===== src/rtl/mem_arb_pkg.sv =====
// Shared encodings and helpers for the unified memory port arbiter.
package mem_arb_pkg;

  typedef enum logic [1:0] {
    ARB_IDLE = 2'd0,
    ARB_BUSY = 2'd1,
    ARB_DONE = 2'd2
  } arb_state_e;

  typedef enum logic {
    SRC_IF = 1'b0,
    SRC_DM = 1'b1
  } arb_src_e;

  localparam int ADDR_W = 32;
  localparam int DATA_W = 32;

  // Counter width that stays at least one bit when the range collapses to a single value.
  function automatic int cnt_width(input int n);
    return (n > 1) ? $clog2(n) : 1;
  endfunction

endpackage


===== src/rtl/mem_arb_timer.sv =====
// Loadable down-counter that times the BUSY hold; last flags the final held cycle.
module mem_arb_timer #(
  parameter int W = 1
) (
  input  logic         clk,
  input  logic         rst_n,
  input  logic         load,
  input  logic [W-1:0] load_val,
  input  logic         en,
  output logic         last
);

  logic [W-1:0] cnt;

  always_ff @(posedge clk or negedge rst_n) begin
    if (!rst_n) begin
      cnt <= '0;
    end else if (load) begin
      cnt <= load_val;
    end else if (en && (cnt != '0)) begin
      cnt <= cnt - W'(1);
    end
  end

  assign last = (cnt == '0);

endmodule


===== src/rtl/mem_port_arbiter.sv =====
// Arbitrates the single memory port between fetch (IF) and data (DM) with DM priority and IF fairness.
// Optional MEM_ARB_PERF_EN adds saturating fetch-stall and DM-completion counters.
//
//  state     | meaning
//  ----------+-----------------------------------------------------------
//  ARB_IDLE  | waiting for a request; grant decision and latch on request
//  ARB_BUSY  | strobe held MEM_LAT cycles; read data captured on last edge
//  ARB_DONE  | strobes low; winner's valid pulses for one cycle
module mem_port_arbiter
  import mem_arb_pkg::*;
#(
  parameter int MEM_LAT    = 1,
  parameter int FAIR_LIMIT = 4
) (
  input  logic              clk,
  input  logic              rst_n,
  input  logic              if_req,
  input  logic [ADDR_W-1:0] if_addr,
  output logic              if_valid,
  output logic [DATA_W-1:0] if_rdata,
  input  logic              dm_req,
  input  logic              dm_we,
  input  logic [ADDR_W-1:0] dm_addr,
  input  logic [DATA_W-1:0] dm_wdata,
  output logic              dm_valid,
  output logic [DATA_W-1:0] dm_rdata,
  output logic [ADDR_W-1:0] mem_addr,
  output logic [DATA_W-1:0] mem_wdata,
  output logic              mem_read,
  output logic              mem_write,
  input  logic [DATA_W-1:0] mem_rdata,
  output logic              pc_stall
`ifdef MEM_ARB_PERF_EN
  ,
  output logic [31:0]       perf_if_stall,
  output logic [31:0]       perf_dm_txn
`endif
);

  localparam int              LAT_W    = cnt_width(MEM_LAT);
  localparam int              FAIR_W   = $clog2(FAIR_LIMIT + 1);
  localparam logic [LAT_W-1:0]  LAT_LOAD = LAT_W'(MEM_LAT - 1);
  localparam logic [FAIR_W-1:0] FAIR_MAX = FAIR_W'(FAIR_LIMIT);

  arb_state_e        state;
  arb_state_e        state_nxt;
  arb_src_e          grant_src;
  arb_src_e          lat_src;
  logic              grant;
  logic              busy;
  logic              lat_we;
  logic              lat_last;
  logic [FAIR_W-1:0] fair_cnt;

  assign grant = (state == ARB_IDLE) && (if_req || dm_req);
  assign busy  = (state == ARB_BUSY);

  // DM normally wins; a starved fetch takes the port once fair_cnt reaches the limit.
  assign grant_src = (dm_req && !(if_req && (fair_cnt == FAIR_MAX))) ? SRC_DM : SRC_IF;

  mem_arb_timer #(
    .W (LAT_W)
  ) u_timer (
    .clk      (clk),
    .rst_n    (rst_n),
    .load     (grant),
    .load_val (LAT_LOAD),
    .en       (busy),
    .last     (lat_last)
  );

  always_ff @(posedge clk or negedge rst_n) begin
    if (!rst_n) begin
      state <= ARB_IDLE;
    end else begin
      state <= state_nxt;
    end
  end

  always_comb begin
    state_nxt = state;
    unique case (state)
      ARB_IDLE: if (grant) state_nxt = ARB_BUSY;
      ARB_BUSY: if (lat_last) state_nxt = ARB_DONE;
      ARB_DONE: state_nxt = ARB_IDLE;
      default:  state_nxt = ARB_IDLE;
    endcase
  end

  always_comb begin
    mem_read  = 1'b0;
    mem_write = 1'b0;
    if_valid  = 1'b0;
    dm_valid  = 1'b0;
    case (state)
      ARB_BUSY: begin
        mem_read  = ~lat_we;
        mem_write = lat_we;
      end
      ARB_DONE: begin
        if_valid = (lat_src == SRC_IF);
        dm_valid = (lat_src == SRC_DM);
      end
      default: ;
    endcase
  end

  always_ff @(posedge clk or negedge rst_n) begin
    if (!rst_n) begin
      lat_src   <= SRC_IF;
      lat_we    <= 1'b0;
      mem_addr  <= '0;
      mem_wdata <= '0;
    end else if (grant) begin
      lat_src <= grant_src;
      if (grant_src == SRC_DM) begin
        lat_we    <= dm_we;
        mem_addr  <= dm_addr;
        mem_wdata <= dm_wdata;
      end else begin
        lat_we   <= 1'b0;
        mem_addr <= if_addr;
      end
    end
  end

  // Stores never touch dm_rdata, so a store ack leaves the last load value visible.
  always_ff @(posedge clk or negedge rst_n) begin
    if (!rst_n) begin
      if_rdata <= '0;
      dm_rdata <= '0;
    end else if (busy && lat_last && !lat_we) begin
      if (lat_src == SRC_IF) begin
        if_rdata <= mem_rdata;
      end else begin
        dm_rdata <= mem_rdata;
      end
    end
  end

  always_ff @(posedge clk or negedge rst_n) begin
    if (!rst_n) begin
      fair_cnt <= '0;
    end else if (grant) begin
      if ((grant_src == SRC_DM) && if_req) begin
        if (fair_cnt != FAIR_MAX) fair_cnt <= fair_cnt + FAIR_W'(1);
      end else begin
        fair_cnt <= '0;
      end
    end
  end

  assign pc_stall = if_req & ~if_valid;

`ifdef MEM_ARB_PERF_EN
  always_ff @(posedge clk or negedge rst_n) begin
    if (!rst_n) begin
      perf_if_stall <= '0;
      perf_dm_txn   <= '0;
    end else begin
      if (pc_stall && (perf_if_stall != '1)) perf_if_stall <= perf_if_stall + 32'd1;
      if (dm_valid && (perf_dm_txn != '1))   perf_dm_txn   <= perf_dm_txn + 32'd1;
    end
  end
`endif

endmodule


===== config.mk =====
export PLATFORM = sky130hd
export DESIGN_NAME = mem_port_arbiter
export DESIGN_NICKNAME = d
export VERILOG_FILES = /design/src/rtl/mem_arb_pkg.sv /design/src/rtl/mem_arb_timer.sv /design/src/rtl/mem_port_arbiter.sv
export SDC_FILE = /design/constraint.sdc
export NUM_CORES = 1
export LEC_CHECK = 0
export BUFFER_PORTS_ARGS = -buffer_cell sky130_fd_sc_hd__buf_2
export CORE_AREA = 4 4 162 86
export CTS_CLUSTER_SIZE = 28
export DETAILED_ROUTE_END_ITERATION = 8
export DIE_AREA = 0 0 166 90
export GPL_ROUTABILITY_DRIVEN = 0
export MAX_ROUTING_LAYER = met4
export PLACE_DENSITY = 0.79
export SLEW_MARGIN = 20
export SYNTH_ARGS = -nofsm -noshare
export SYNTH_HDL_FRONTEND = slang
export SYNTH_SLANG_ARGS = --single-unit

===== constraint.sdc =====
create_clock -name clk -period 1.9 [get_ports clk]
set_input_delay 0.095 -clock clk [delete_from_list [all_inputs] [get_ports clk]]
set_output_delay 0.095 -clock clk [all_outputs]
set_load 0.01 [all_outputs]

==> metrics.cfg, run 1 <==
[sta]
final.setup_skew_ns=0.009562
rsz0062_at_grt=no
worstMarginPinSlew_ns=0.5229
setup_viol_count_final=0
slew_violations=0
hold_slack_ns=0.01102
relSlewSlack=0.6514
max_freq_ghz=0.5760
period_needed_ns=1.736
hold_violations=0
fin_setup_tns_ns=0
layout_worst_path_cycle_share=0.9137

[detailed_routing]
ant_nets=0
wirelength_um=17530
wl_per_cell_um=17.69
dr.pass1.iters=5
drtIter0Drc=249
drc=0
vias=5100
viasPerCell=5.146

[logic_synthesis]
synthSimpleGateAreaFrac=0.08792
synthesis.instances=433
synth_top_family_by_area=multiplexers
syn-num-nets=568
synthAdderAreaFrac=0.004331
ys_warn_count=0
muxShareOfSynthArea=0.2066
synth_area_leader_cell=dfrtp_1
synth-compound-area-share=0.05695
avgSynthCellArea_um2=13.34
seq_area_frac_synth=0.5890
synth-seq-cells=136
synth-xor-area-share=0
synth_area_um2=5778
synth_area_leaders=dfrtp_1 59%, mux2_2 12%, mux2_4 7.8%
synth_cell_type_count=29
synth_top_area_share=0.5890

[worst_setup_path]
cp.buffers_inverters=1
crit_chain=nand2b_4 -> or4b_4 -> buf_12 -> mux2_4
crit_path_start_kind=flop
cp.required_ns=2.18
cp_slowest_stage_delay_ns=0.50
path_class=reg -> reg
startpoint=state[0]
cp_slowest_cell=or4b_4
reg2reg_from=state[0]
cp_max_fo=32
arrival_ns=2.02
critPathTopFamily=simple AND/OR/NAND/NOR gates
end_kind=flop

[layout]
layout_common_cells=264 x buf_2, 136 x dfrtp_1, 108 x dlygate4sd3_1
final_nets=942
final_common_cell=buf_2
fill_cells=813
drive_gt1_frac=0.5061
finalNonFillerCells=991
seq_area_um2=3403
fin_util=0.7288
multi_input_area_um2=2072
area_growth_pct=56.97

[min_path]
hold_class=in -> reg
hold_start=if_addr[19]

[grt]
grt_usage=0.2431
grt_max_degree=55
grt_remaining_overflow=0
antenna_found_initial=1
grt.met2_usage=0.4417
grt_pass1_vias=5607
top_usage_layer=met2
grt_pass1_wl_um=28810
grtUsageMet1=0.2600
gr-usage-met3=0.04820

[clock_network]
clockRootBuffer=clkbuf_16
cts_buffer_depth=2
cts_tree=done
cts_sinks=136
htreeDepth=4
cts_setup_buffers=0
path_clk_slew_ns=0.06
cts_buffers=17
clock_latency_ns=0.40

[flow_run]
drv_cap=0

[die]
die_x_um=166
io-pin-count=266
die_area_um2=14940
rows=29
fp.dieH_um=90
start_util=0.4643
core_um2=12450

[placed_design]
dpl.cell_count=850
port_buffers=265
hpwlAfterDp_um=11140

[outcome]
status=completed

[pwr]
p_leak_uw=0.004464
p_total_uw=15000
power_density_nw_per_um2=1654
ir_drop_v=0.0008154

through the flow:
step	area, um2	setup slack, ns
detailed placement	7373	0.1692
floorplan	5778	0.1420
global route	9070	0.1023
finish	9070	0.1639
CTS	9067	0.1666
global placement	7373	0.2041
area by class of cell:
type                       instances  share of cell area
antenna                            1           0.0002759
clock buffer                      18             0.04842
clock inverter                    14             0.01918
inverter                          36             0.01490
multi-input combinational        224              0.2284
sequential                       136              0.3752
tap                              170             0.02345
timing repair buffer             392              0.2901
synth_stat cells:
master	count
buf_2	12
nor4_2	1
and3_1	2
and3b_1	1
mux2_1	2
buf_6	4
nand2b_4	1
ha_1	2
or4b_4	1
or2_2	1
o2bb2ai_1	1
nand2_1	3
mux2_2	64
inv_1	36
nor3b_1	1
o221ai_1	32
nor2b_1	3
a21o_1	1
nand3_1	35
nor2_1	4
clkbuf_1	21
a31oi_1	1
and2_1	2
dfrtp_1	136
nand4_1	32
o21ai_0	1
a22o_1	1
mux2_4	30
o22ai_1	2
where the power goes:
part | total (uW) | internal (uW) | switching, uW
clock | 3380 | 2110 | 1270
sequential | 5210 | 4390 | 821
combinational | 6410 | 3290 | 3120
logic make-up (layout without fill, tap and decap cells):
family,Yosys count,in the layout
buffers and inverters,73,460
adder cells (fa/ha/maj),2,2
other,0,1
AO/OA/AOI/OAI,39,39
flip-flops,136,136
multiplexers,96,96
AND/OR/NAND/NOR,87,87
repair_timing:
action,in CTS,in global routing
endpoints found under the hold margin,179,0
resized for setup,0,0
hold buffers,108,0
path summary, 6_finish.rpt:
kind | end | slack, ns | cells past startpoint
worst min-delay path | mem_addr[19] | 0.01 | 3
worst max-delay path | dm_rdata[17] | 0.16 | 4
worst max register to register | dm_rdata[17] | 0.16 | 4
worst min register to register | if_rdata[4] | 0.49 | 1
max in group asynchronous | lat_src | 1.04 | 3
min in group asynchronous | mem_addr[15] | 0.23 | 2
worst min-delay path, delay by kind of cell:
kind	cells	cell delay (ns)
buffers and inverters	1	0.10
AND/OR/NAND/NOR	1	0.05
AO/OA/AOI/OAI	1	0.11
per-layer routing:
layer	share of wire	up-vias
met2	0.55	214
met4	0.035	0
met5	0	-
met3	0.052	56
met1	0.37	2503
li1	-	2327
flip-flops by register name, summed over array words and instances, names as in the netlist:
register and flops:
dm_rdata 32, lat_src 1, fair_cnt 3, lat_we 1, mem_addr 32, mem_wdata 32, state 2, u_timer.cnt 1
if_rdata 32
No activity file was read; power rests on OpenSTA's default activity.
==> inputs of run 2 (changes only) <==
CAP_MARGIN = 20   (was unset)
CORE_AREA = 4 4 116 118   (was 4 4 162 86)
DIE_AREA = 0 0 120 122   (was 0 0 166 90)
PLACE_DENSITY = 0.8   (was 0.79)
==> metrics.cfg, run 2 (same netlist as run 1, synthesis figures left out) <==
[worst_setup_path]
cp.required_ns=2.19  ; about the same
crit_chain=nand2b_4 -> or4b_4 -> buf_12 -> mux2_4
reg2reg_from=state[1]
r2r-end=dm_rdata[23]
path_class=reg -> reg
cp_slowest_stage_delay_ns=0.51  ; about the same
arrival_ns=2.10  ; +0.08 ns
cp_slowest_cell=or4b_4
crit_path_start_kind=flop
critPathTopFamily=simple AND/OR/NAND/NOR gates
reg2reg_slack_ns=0.09  ; -0.08 ns
rr_worst_depth=4  ; unchanged
cp.buffers_inverters=1  ; unchanged
cp_max_fo=32  ; unchanged
end_kind=flop

[layout]
area_growth_pct=58.21
layout_common_cells=264 x buf_2, 136 x dfrtp_1, 123 x dlygate4sd3_1
fill_cells=774  ; -4.8%
finish.instance_area_um2=9141  ; +0.79%
drive_gt1_frac=0.4970  ; -0.009099
final_nets=955  ; +1.4%
final_common_cell=buf_2

[clock_network]
clock_latency_ns=0.41  ; about the same
htreeDepth=4  ; unchanged
cts-resized-gates=0  ; unchanged
cts_tree=done
cts_sinks=136  ; unchanged
path_clk_slew_ns=0.06  ; about the same
cts_setup_buffers=0  ; unchanged
postCtsHoldBufs=123  ; +14%
cts_buffers=17  ; unchanged
cts_buffer_depth=2  ; unchanged
clockRootBuffer=clkbuf_16

[grt]
gr-usage-met3=0.06639  ; +0.01818
grt_pass1_vias=5849  ; +4.3%
top_usage_layer=met2
grt_usage=0.2723  ; +0.02924
antenna_found_initial=2  ; +1
grt_pass1_wl_um=30120  ; +4.6%
grt.met2_usage=0.4531  ; +0.01145
grtUsageMet1=0.3032  ; +0.04319
grt_remaining_overflow=0  ; unchanged
grt_max_degree=52  ; -5.5%

[placed_design]
pre_cts_ws_ns=0.1061  ; -0.06309 ns
hpwlAfterDp_um=11430  ; +2.6%
place_area_um2=7350  ; -0.32%
port_buffers=265  ; unchanged

[die]
core_um2=12470  ; +0.16%
fp.dieH_um=122  ; +36%
rows=41  ; +41%
die_x_um=120  ; -28%
die_area_um2=14640  ; -2.0%
io-pin-count=266  ; unchanged
start_util=0.4635  ; -0.0007456

[min_path]
min_path_cells=3  ; unchanged
hold_start=if_addr[14]
hold_class=in -> reg
hold_path_end=mem_addr[14]

[outcome]
status=completed

[sta]
fin_setup_tns_ns=0  ; unchanged
setup_slack_ns=0.08526  ; -0.07868 ns
period_needed_ns=1.815  ; +0.07868 ns
slew_violations=0  ; unchanged
max_freq_ghz=0.5510  ; -4.3%
worstMarginPinSlew_ns=0.4751  ; -0.04783 ns
final.setup_skew_ns=0.007701  ; -0.001860 ns
layout_worst_path_cycle_share=0.9551  ; +0.04141
rsz0062_at_grt=no
setup_viol_count_final=0  ; unchanged
hold_violations=0  ; unchanged
relSlewSlack=0.6833  ; +0.03189

[detailed_routing]
ant_nets=0  ; unchanged
dr.pass1.iters=6  ; +1
drtIter0Drc=337  ; +35%
viasPerCell=5.329  ; +3.5%
drc=0  ; unchanged
vias=5366  ; +5.2%
wirelength_um=19320  ; +10%
wl_per_cell_um=19.18  ; +8.4%

[pwr]
ir_drop_v=0.0008475  ; +3.9%
p_leak_uw=0.004470  ; +0.13%
power_density_nw_per_um2=1625  ; -1.7%
p_total_uw=14850  ; -0.96%

[flow_run]
drv_cap=0  ; unchanged

## run 2: cell count changes in the layout (fill, tap and decap cells not counted), moves of 2 or more
cell           delta
clkinv_2          -3
clkinvlp_4        +4
clkinv_4          -4
bufinv_16         -3
dlygate4sd3_1    +15
inv_8             +2
inv_6             +5
## run 2: final cells by class
class	instances	area, um2	share of cell area
clock inverters	15	130.1	0.01423
diodes	2	5.005	0.0005475
flip-flops and latches	136	3403	0.3723
repair buffers	405	2754	0.3013
well taps	172	215.2	0.02354
inverters	36	135.1	0.01478
multi-input cells	224	2073	0.2268
clock buffers	17	425.4	0.04654
## run 2: where the power goes
part           internal, uW  switching, uW  total (uW)
logic                  3270           3230        6500
registers              4390            893        5280
clock network          1710           1360        3070
total                  9380           5480       14900
## run 2: stage by stage
stage               instances  utilization  hold slack, ns
floorplan                 433            -         -0.2006
global placement          850       0.5896         0.06209
detailed placement        850       0.5896         0.06526
CTS                      1005       0.7329        0.002492
global route             1007       0.7333         0.01787
finish                   1007       0.7333         0.02888
## run 2: metal layers
metal  routed length [um]  up-vias
met2                 9868      353
met1                 7102     2593
met3                 1562       65
li1                     -     2355
met4                  785        0
met5                    0        -
## run 2: how the worst max path moves through the flow
| stage | slack (ns) | endpoint | start | depth (start not counted) |
|---|---|---|---|---|
| after floorplan | 0.14 | mem_wdata[0] | fair_cnt[0] | 7 |
| after global placement | 0.16 | dm_rdata[28] | state[1] | 4 |
| after detailed placement | 0.11 | dm_rdata[23] | state[1] | 4 |
| after CTS | 0.10 | dm_rdata[23] | state[1] | 4 |
| after global routing | 0.07 | dm_rdata[23] | state[1] | 4 |
| final | 0.09 | dm_rdata[23] | state[1] | 4 |
## run 2: worst reg2reg max path, stage by stage (launching register included)
cell	delay, ns
dfrtp_1	0.42
nand2b_4	0.19
or4b_4	0.51
buf_12	0.21
mux2_4	0.36
